===== config.mk =====
export PLATFORM = sky130hd
export DESIGN_NAME = matrix_row_fetch
export DESIGN_NICKNAME = d
export VERILOG_FILES = /design/src/rtl/acc_pkg.sv /design/src/rtl/row_pack.sv /design/src/rtl/matrix_row_fetch.sv
export SDC_FILE = /design/constraint.sdc
export NUM_CORES = 1
export LEC_CHECK = 0
export CAP_MARGIN = 40
export CORE_AREA = 2 2 321 323
export DETAILED_ROUTE_END_ITERATION = 8
export DIE_AREA = 0 0 323 325
export SLEW_MARGIN = 20
export SYNTH_ARGS = -nofsm -noshare
export SYNTH_HDL_FRONTEND = slang
export SYNTH_SLANG_ARGS = --single-unit

===== constraint.sdc =====
create_clock -name clk -period 5.1 [get_ports clk]
set_input_delay 1.53 -clock clk [delete_from_list [all_inputs] [get_ports clk]]
set_output_delay 1.53 -clock clk [all_outputs]
set_load 0.01 [all_outputs]

===== src/rtl/acc_pkg.sv =====
// ---------------------------------------------------------------------------
// acc_pkg
//   Shared constants and types for the accelerator operand-fetch path.
//   ELEM_W  : width of one matrix element (int32)
//   LANES   : number of lanes in a systolic-array row vector
//   BEAT_W  : width of one memory read beat
//   LEN_W   : width of the per-row element-count field (0..16)
//   fetch_state_t : matrix_row_fetch FSM encoding
//   beats_for()   : number of 64-bit beats covering a row given its word
//                   offset inside the first beat and its element count
// ---------------------------------------------------------------------------
package acc_pkg;

    localparam int ELEM_W = 32;
    localparam int LANES  = 16;
    localparam int BEAT_W = 64;
    localparam int LEN_W  = 5;

    typedef enum logic [2:0] {
        IDLE  = 3'd0,
        REQ   = 3'd1,
        DRAIN = 3'd2,
        OUT   = 3'd3,
        FIN   = 3'd4
    } fetch_state_t;

    // ceil((off + len) / 2): each beat carries two words.
    function automatic logic [LEN_W-1:0] beats_for(input logic off,
                                                   input logic [LEN_W-1:0] len);
        return LEN_W'(({{LEN_W{1'b0}}, off} + {1'b0, len} + (LEN_W+1)'(1)) >> 1);
    endfunction

endpackage


===== src/rtl/row_pack.sv =====
// ---------------------------------------------------------------------------
// row_pack
//   Assembles 64-bit read beats into one row vector of N_LANES 32-bit lanes.
//   Words are written from lane 0 upward (low word of a beat first). When the
//   row starts on an odd word the low word of the first beat is discarded.
//   Words at or beyond the row length are dropped; untouched lanes stay zero.
//
//   Ports
//     clk, rst      : clock, synchronous active-high reset
//     i_clear       : start a new row (zero lanes, load offset and length)
//     i_off         : 1 = drop the low word of the first beat of this row
//     i_len         : elements in this row (already limited to N_LANES)
//     i_beat_valid  : i_beat carries read data this cycle
//     i_beat        : 64-bit read data
//     o_lanes       : assembled row, lane i at bits [32*i +: 32]
// ---------------------------------------------------------------------------
module row_pack
    import acc_pkg::*;
#(
    parameter int N_LANES = acc_pkg::LANES
) (
    input  logic                        clk,
    input  logic                        rst,
    input  logic                        i_clear,
    input  logic                        i_off,
    input  logic [LEN_W-1:0]            i_len,
    input  logic                        i_beat_valid,
    input  logic [BEAT_W-1:0]           i_beat,
    output logic [ELEM_W*N_LANES-1:0]   o_lanes
);

    logic [ELEM_W-1:0] r_lane [N_LANES];
    logic [LEN_W-1:0]  r_wptr;    // next lane to write (may run past r_len)
    logic [LEN_W-1:0]  r_len;
    logic              r_drop;    // discard the low word of the next beat

    logic [ELEM_W-1:0] w_lo;
    logic [ELEM_W-1:0] w_hi;

    assign w_lo = i_beat[ELEM_W-1:0];
    assign w_hi = i_beat[2*ELEM_W-1:ELEM_W];

    always_ff @(posedge clk) begin
        if (rst) begin
            for (int i = 0; i < N_LANES; i++) r_lane[i] <= '0;
            r_wptr <= '0;
            r_len  <= '0;
            r_drop <= 1'b0;
        end else if (i_clear) begin
            for (int i = 0; i < N_LANES; i++) r_lane[i] <= '0;
            r_wptr <= '0;
            r_len  <= i_len;
            r_drop <= i_off;
        end else if (i_beat_valid) begin
            for (int i = 0; i < N_LANES; i++) begin
                if (LEN_W'(i) < r_len) begin
                    if (r_drop) begin
                        if (LEN_W'(i) == r_wptr) r_lane[i] <= w_hi;
                    end else begin
                        if (LEN_W'(i) == r_wptr)
                            r_lane[i] <= w_lo;
                        else if (LEN_W'(i) == r_wptr + LEN_W'(1))
                            r_lane[i] <= w_hi;
                    end
                end
            end
            r_wptr <= r_drop ? r_wptr + LEN_W'(1) : r_wptr + LEN_W'(2);
            r_drop <= 1'b0;
        end
    end

    always_comb begin
        o_lanes = '0;
        for (int i = 0; i < N_LANES; i++) o_lanes[i*ELEM_W +: ELEM_W] = r_lane[i];
    end

endmodule


===== src/rtl/matrix_row_fetch.sv =====
// ---------------------------------------------------------------------------
// matrix_row_fetch
//   Streams rows of an int32 matrix from the 64-bit memory read port into
//   LANES-wide row vectors for the systolic array. Each row is fetched with
//   back-to-back beat reads, assembled by row_pack and presented with
//   valid/ready. Row bases only need 4-byte alignment.
//
//   Handshake: row_valid rises when a row is complete and stays high, with
//   row_data/row_idx frozen, until the cycle where row_valid & row_ready;
//   that cycle is the transfer. row_ready while row_valid is low is ignored.
//
//   Optional feature (macro ACC_FETCH_PERF_EN): adds perf_stall_cycles, a
//   saturating count of cycles with row_valid & !row_ready, cleared on reset
//   and on each accepted start.
//
//   Ports
//     clk, rst        : clock, synchronous active-high reset
//     start           : 1-cycle pulse, accepted only when idle
//     cfg_base        : byte address of row 0 (bits [1:0] zero)
//     cfg_stride      : row pitch in 32-bit elements
//     cfg_rows        : number of rows
//     cfg_len         : elements per row, values above LANES saturate
//     mem_ren/raddr   : one 64-bit read per cycle, 8-byte-aligned address
//     mem_rdata       : read data, one cycle after mem_ren
//     row_valid/ready : row handshake
//     row_data/idx    : presented row and its index
//     busy            : job in progress (from the cycle after start)
//     done            : 1-cycle pulse after the last row is taken
//     dbg_state       : current FSM state
//     perf_stall_cycles (ACC_FETCH_PERF_EN only)
// ---------------------------------------------------------------------------
module matrix_row_fetch
    import acc_pkg::*;
#(
    parameter int LANES  = acc_pkg::LANES,
    parameter int ADDR_W = 64,
    parameter int CNT_W  = 32
) (
    input  logic                      clk,
    input  logic                      rst,
    input  logic                      start,
    input  logic [ADDR_W-1:0]         cfg_base,
    input  logic [CNT_W-1:0]          cfg_stride,
    input  logic [CNT_W-1:0]          cfg_rows,
    input  logic [LEN_W-1:0]          cfg_len,
    output logic                      mem_ren,
    output logic [ADDR_W-1:0]         mem_raddr,
    input  logic [BEAT_W-1:0]         mem_rdata,
    output logic                      row_valid,
    input  logic                      row_ready,
    output logic [ELEM_W*LANES-1:0]   row_data,
    output logic [CNT_W-1:0]          row_idx,
    output logic                      busy,
    output logic                      done,
    output fetch_state_t              dbg_state
`ifdef ACC_FETCH_PERF_EN
    ,
    output logic [31:0]               perf_stall_cycles
`endif
);

    fetch_state_t       r_state;
    fetch_state_t       w_next_state;

    logic [CNT_W-1:0]   r_stride;
    logic [CNT_W-1:0]   r_rows;
    logic [LEN_W-1:0]   r_len;
    logic [CNT_W-1:0]   r_row_idx;
    logic [ADDR_W-1:0]  r_row_addr;    // byte address of the current row
    logic [ADDR_W-1:0]  r_beat_addr;   // address of the next beat to issue
    logic [LEN_W-1:0]   r_beats_left;  // beats still to issue for this row
    logic               r_rd_valid;    // mem_rdata carries a beat this cycle

    logic               w_start_ok;
    logic               w_hs;
    logic               w_last_row;
    logic               w_next_row;
    logic [LEN_W-1:0]   w_len_sat;
    logic [ADDR_W-1:0]  w_next_ra;
    logic [ADDR_W-1:0]  w_setup_addr;
    logic [LEN_W-1:0]   w_setup_len;
    logic [LEN_W-1:0]   w_setup_beats;

    assign w_start_ok = start && (r_state == IDLE);
    assign w_hs       = (r_state == OUT) && row_ready;
    assign w_last_row = (r_row_idx == r_rows - CNT_W'(1));
    assign w_next_row = w_hs && !w_last_row;
    assign w_len_sat  = (cfg_len > LEN_W'(LANES)) ? LEN_W'(LANES) : cfg_len;

    // Row pitch in bytes added in full address width, so it wraps mod 2^ADDR_W.
    assign w_next_ra  = r_row_addr + ADDR_W'({r_stride, 2'b00});

    // Parameters of the row about to be fetched: the first row when a start
    // is accepted, otherwise the row after the one just handed over.
    assign w_setup_addr  = (r_state == IDLE) ? cfg_base  : w_next_ra;
    assign w_setup_len   = (r_state == IDLE) ? w_len_sat : r_len;
    assign w_setup_beats = beats_for(w_setup_addr[2], w_setup_len);

    always_ff @(posedge clk) begin
        if (rst) r_state <= IDLE;
        else     r_state <= w_next_state;
    end

    always_comb begin
        w_next_state = r_state;
        mem_ren      = 1'b0;
        row_valid    = 1'b0;
        busy         = 1'b1;
        done         = 1'b0;
        case (r_state)
            IDLE: begin
                busy = 1'b0;
                if (start) begin
                    if ((cfg_rows == '0) || (cfg_len == '0)) w_next_state = FIN;
                    else                                     w_next_state = REQ;
                end
            end
            REQ: begin
                mem_ren = 1'b1;
                if (r_beats_left == LEN_W'(1)) w_next_state = DRAIN;
            end
            DRAIN: begin
                // last beat's data lands this cycle
                w_next_state = OUT;
            end
            OUT: begin
                row_valid = 1'b1;
                if (row_ready) w_next_state = w_last_row ? FIN : REQ;
            end
            FIN: begin
                done         = 1'b1;
                w_next_state = IDLE;
            end
            default: begin
                busy         = 1'b0;
                w_next_state = IDLE;
            end
        endcase
    end

    always_ff @(posedge clk) begin
        if (rst) begin
            r_stride     <= '0;
            r_rows       <= '0;
            r_len        <= '0;
            r_row_idx    <= '0;
            r_row_addr   <= '0;
            r_beat_addr  <= '0;
            r_beats_left <= '0;
            r_rd_valid   <= 1'b0;
        end else begin
            r_rd_valid <= mem_ren;
            if (w_start_ok) begin
                r_stride     <= cfg_stride;
                r_rows       <= cfg_rows;
                r_len        <= w_len_sat;
                r_row_idx    <= '0;
                r_row_addr   <= w_setup_addr;
                r_beat_addr  <= {w_setup_addr[ADDR_W-1:3], 3'b000};
                r_beats_left <= w_setup_beats;
            end else if (w_next_row) begin
                r_row_idx    <= r_row_idx + CNT_W'(1);
                r_row_addr   <= w_setup_addr;
                r_beat_addr  <= {w_setup_addr[ADDR_W-1:3], 3'b000};
                r_beats_left <= w_setup_beats;
            end else if (r_state == REQ) begin
                r_beat_addr  <= r_beat_addr + ADDR_W'(8);
                r_beats_left <= r_beats_left - LEN_W'(1);
            end
        end
    end

    row_pack #(
        .N_LANES      (LANES)
    ) u_row_pack (
        .clk          (clk),
        .rst          (rst),
        .i_clear      (w_start_ok || w_next_row),
        .i_off        (w_setup_addr[2]),
        .i_len        (w_setup_len),
        .i_beat_valid (r_rd_valid),
        .i_beat       (mem_rdata),
        .o_lanes      (row_data)
    );

    assign mem_raddr = r_beat_addr;
    assign row_idx   = r_row_idx;
    assign dbg_state = r_state;

`ifdef ACC_FETCH_PERF_EN
    logic [31:0] r_perf;

    always_ff @(posedge clk) begin
        if (rst)
            r_perf <= '0;
        else if (w_start_ok)
            r_perf <= '0;
        else if (row_valid && !row_ready && (r_perf != 32'hFFFF_FFFF))
            r_perf <= r_perf + 32'd1;
    end

    assign perf_stall_cycles = r_perf;
`else
    // Stall counter not built.
`endif

endmodule


==> flow_summary.yaml <==
die:
  core_ar_mm2: 0.101
  initial_core_util_pct: 36.8
  fp.dieW_um: 323
  die-area_mm2: 0.105
  fp.dieH_um: 325
  placementRows: 117
  io_pins: 816
clock_network:
  cts_root_buffer: "sky130_fd_sc_hd__clkbuf_16"
  clock_latency_on_the_worst_skew_pair_ns: 0.68
  path_clk_slew_ns: 0.06
  cts_tree: "yes"
  cts_buffers: 88
  post_cts_resize_count: 0
  cts_num_sinks: 756
  cts.path.max_buffers: 3
  postCtsSetupBuffers: 0
  htreeDepth: 3
  cts_hold_repair.buffers: 0
sta:
  final.period_utilization_pct: 97.7
  setup_viol_count_final: 0
  unrepaired_setup_endpoints_after_global_routing: "no"
  slew_headroom_pct: 39.3
  layout_min_cycle_time_ns: 4.98
  fmax_ghz: 0.201
  holdWs_ns: 0.458
  final-hold-violation-count: 0
  clock_skew_ns: 0.0357
  max_slew.worst_pin.slew_ns: 0.908
  setup_tns_ns: 0
  slew_violations: 0
setup_path:
  endpoint_required_time_on_the_critical_path_ns: 5.47
  critical-path-max-stage-delay_ns: 0.57
  cp_top_family: "simple AND/OR/NAND/NOR gates"
  critical_path_buf_inv_count: 3
  worstSetupStartpointType: "register"
  critical_path.reg2reg.endpoint: "u_row_pack.r_lane[0][197]"
  r2r_setup_slk_ns: 0.12
  worst-endpoint-arrival_ns: 5.35
  cell_by_cell_trace_of_the_critical_path: "nor3_1 -> nand4_1 -> or3_1 -> a2111oi_0 -> o211ai_1 -> nor4_4 -> buf_4 -> o211ai_4 -> buf_12 -> nor4_4 -> or3_2 -> buf_4"
  critical_path_endpoint_category: "register"
  ff_to_ff_path_depth: 12
  critical_path.slowest_cell: "sky130_fd_sc_hd__a2111oi_0"
  critical_path.reg2reg.startpoint: "r_rows[8]"
  crit_path_max_fanout: 12
  critPathKind: "reg -> reg"
global_route:
  antenna_found_initial: 26
  grt_use_total_pct: 30.4
  grt_first_pass_wirelength_um: 231000
  global_route.overflow_total: 0
  grt_pass1_vias: 30900
  pin_count_of_the_biggest_net_entering_global_routing: 143
cells_and_area:
  area.growth.synth_to_final_pct: 37.5
  final_core_utilization_pct: 50.6
  mostFrequentLayoutCell: "sky130_fd_sc_hd__clkdlybuf4s50_1"
  most-common-layout-cells: "sky130_fd_sc_hd__clkdlybuf4s50_1 (808), sky130_fd_sc_hd__edfxtp_1 (512), sky130_fd_sc_hd__nand2_1 (372), sky130_fd_sc_hd__a22o_1 (354), sky130_fd_sc_hd__nor2_1 (290)"
  final_cell_count_no_fill: 5737
  finish.net_count: 4531
  layout-drive-gt1-share_pct: 10.0
  n_fill_cell: 9233
  combined_area_of_the_multi_input_logic_cells_mm2: 0.0156
  seq_area_mm2: 0.0203
synthesis:
  synth.avg_cell_area_um2: 10.5
  synth-async-reset-ratio_pct: 0
  syn_inst: 3564
  synth.cell_area_mm2: 0.0373
  synth_flop_cell: "sky130_fd_sc_hd__edfxtp_1"
  synth-edff-count: 512
  ys_top_cells_by_area: "sky130_fd_sc_hd__edfxtp_1 (41%), sky130_fd_sc_hd__dfxtp_1 (13%), sky130_fd_sc_hd__a22o_1 (8.3%)"
  ys_ff_latch: 756
  synth_top_area_share_pct: 41.2
  yosysTopAreaCell: "sky130_fd_sc_hd__edfxtp_1"
  yosysSeqAreaShare_pct: 54.3
  yosys_warnings: 0
  netlist-cell-type-count: 84
drt:
  ant_nets: 0
  drc_errors: 0
  detail_route.iter0.violations: 3318
  first_pass_detailed_route_iteration_total: 5
  detail_route.wirelength_um: 166000
  routedWlPerCell_um: 28.9
  avgViaCountPerCell: 5.78
  vias: 33200
place:
  place.detailed.instances: 5549
  io_buffers: 810
  gp_congestion: 0.908
  detailedPlacementHpwl_um: 121000
pwr:
  netSwitchingPower_w: 0.00577
  combinationalPowerShare_pct: 23.7
  power.clock.fraction_pct: 34.6
  p_per_area_mw_per_mm2: 363
  ir_worst_vdd_mv: 0.305
  p_sw_share_pct: 31.0
  total_leakage_power_nw: 19.1
  p_int_w: 0.0128
  sequentialPowerShare_pct: 41.7
outcome:
  status: "finished clean"
worst_hold_path:
  worst_hold_path.endpoint: "r_len[2]"
  hold_path.class: "reg -> reg"
  worst_hold_path.num_cells: 2
  holdCritStartpoint: "r_len[2]"
flow_run:
  maxCapViolations: 0
==> synth_stat cells, types with 6 or more instances <==
cell type                   count
sky130_fd_sc_hd__nor3b_1        9
sky130_fd_sc_hd__nand2_1      379
sky130_fd_sc_hd__or3_1         29
sky130_fd_sc_hd__or4_1         17
sky130_fd_sc_hd__a31oi_1       23
sky130_fd_sc_hd__o22ai_1       20
sky130_fd_sc_hd__nor4_1        37
sky130_fd_sc_hd__and2_1        12
sky130_fd_sc_hd__and3_1        31
sky130_fd_sc_hd__nand4_1       48
sky130_fd_sc_hd__o211ai_1      11
sky130_fd_sc_hd__a311oi_1       8
sky130_fd_sc_hd__o21ai_0       92
sky130_fd_sc_hd__and4_1         9
sky130_fd_sc_hd__nand3_1       86
sky130_fd_sc_hd__xor2_1        86
sky130_fd_sc_hd__a21boi_0      23
sky130_fd_sc_hd__a22o_1       354
sky130_fd_sc_hd__nor2b_1       16
sky130_fd_sc_hd__nor2_1       294
sky130_fd_sc_hd__dfxtp_1      244
sky130_fd_sc_hd__a21o_1        22
sky130_fd_sc_hd__clkbuf_1     262
sky130_fd_sc_hd__a211o_1       10
sky130_fd_sc_hd__o21a_1        27
sky130_fd_sc_hd__xnor2_1       93
sky130_fd_sc_hd__edfxtp_1     512
sky130_fd_sc_hd__or2_2         15
sky130_fd_sc_hd__ha_1          45
sky130_fd_sc_hd__o31ai_1       11
sky130_fd_sc_hd__nand2b_1      10
sky130_fd_sc_hd__o221a_2       24
sky130_fd_sc_hd__nor3_1        85
sky130_fd_sc_hd__o32ai_1        7
sky130_fd_sc_hd__nor4_2         6
sky130_fd_sc_hd__a2111oi_0      8
sky130_fd_sc_hd__buf_1         76
sky130_fd_sc_hd__inv_1         59
sky130_fd_sc_hd__a21oi_1      207
sky130_fd_sc_hd__mux2i_1      107
sky130_fd_sc_hd__nand3b_1       8
sky130_fd_sc_hd__a211oi_1      27
sky130_fd_sc_hd__nor4b_1        7
sky130_fd_sc_hd__buf_2         29
==> layout make-up <==
| cell class | count | share of cell area (%) |
|---|---|---|
| multi-input cells | 2376 | 30.4 |
| clock inverters | 51 | 1.02 |
| repair buffers | 1002 | 20.6 |
| well taps | 1368 | 3.34 |
| clock buffers | 112 | 4.63 |
| inverters | 60 | 0.439 |
| flip-flops and latches | 756 | 39.5 |
| diodes | 12 | 0.0586 |
==> flip-flops by register name, summed over array words and instances (netlist names) <==
name,count
dbg_state,3
mem_raddr,61
r_beats_left,5
r_len,5
r_rd_valid,1
r_row_addr,62
r_rows,32
r_stride,32
row_idx,32
u_row_pack.r_drop,1
u_row_pack.r_lane,512
u_row_pack.r_len,5
u_row_pack.r_wptr,5
==> cells by family (layout without fill, tap and decap cells) <==
family	after synthesis	in the layout	share of synthesized area (%)
xor+xnor	179	179	4.20
flops	756	756	54.3
simple gates	1111	1111	14.1
compound gates	927	927	18.3
mux	110	110	2.96
fa+ha+maj	46	46	1.56
other cells	1	15	0.0101
buf+inv	434	1225	4.57
==> layer usage <==
| metal | vias to the layer above | share of wire (%) | GRT usage (%) |
|---|---|---|---|
| met5 | - | 0.10 | 0 |
| met4 | 24 | 5.6 | 15.4 |
| met3 | 381 | 9.2 | 7.45 |
| met2 | 1785 | 46 | 48.7 |
| met1 | 16300 | 39 | 38.0 |
| li1 | 14700 | - | - |
==> power groups by stage <==
stage          Clock [W]  Sequential (W)  Combinational (W)
3_3_place_gp           0         0.00786            0.00425
5_1_grt          0.00675         0.00783            0.00465
6_report         0.00643         0.00777            0.00442
3_5_place_dp           0         0.00788            0.00433
4_1_cts          0.00653         0.00776            0.00436
2_1_floorplan          0         0.00802            0.00171
==> worst register-to-register path, delay by kind of cell, from the launching register on <==
kind | cells | cell delay [ns]
AOI/OAI and AO/OA | 3 | 1.00
buffers and inverters | 3 | 0.71
DFF | 1 | 0.39
and+or+nand+nor | 6 | 2.57
==> worst max-delay path by stage <==
stage / cells past startpoint / slack [ns] / startpoint / to
2_1_floorplan: 14 / -0.1 / r_rows[0] / u_row_pack.r_lane[1][64]
3_3_place_gp: 12 / 0.32 / r_rows[8] / u_row_pack.r_lane[1][59]
3_5_place_dp: 12 / 0.28 / r_rows[8] / u_row_pack.r_lane[1][50]
4_1_cts: 13 / 0.26 / r_rows[8] / u_row_pack.r_lane[0][126]
5_1_grt: 12 / 0.01 / r_rows[8] / u_row_pack.r_lane[1][52]
6_report: 12 / 0.12 / r_rows[8] / u_row_pack.r_lane[0][197]
==> through the flow <==
| stage | worst slack [ns] | power [W] | instance area, um2 |
|---|---|---|---|
| floorplan | -0.0974 | 0.00973 | 37300 |
| detailed placement | 0.279 | 0.0122 | 48100 |
| CTS | 0.258 | 0.0186 | 51000 |
| finish | 0.120 | 0.0186 | 51300 |
| global route | 0.0143 | 0.0192 | 51300 |
| global placement | 0.319 | 0.0121 | 47400 |
No activity file was read; power rests on OpenSTA's default activity.
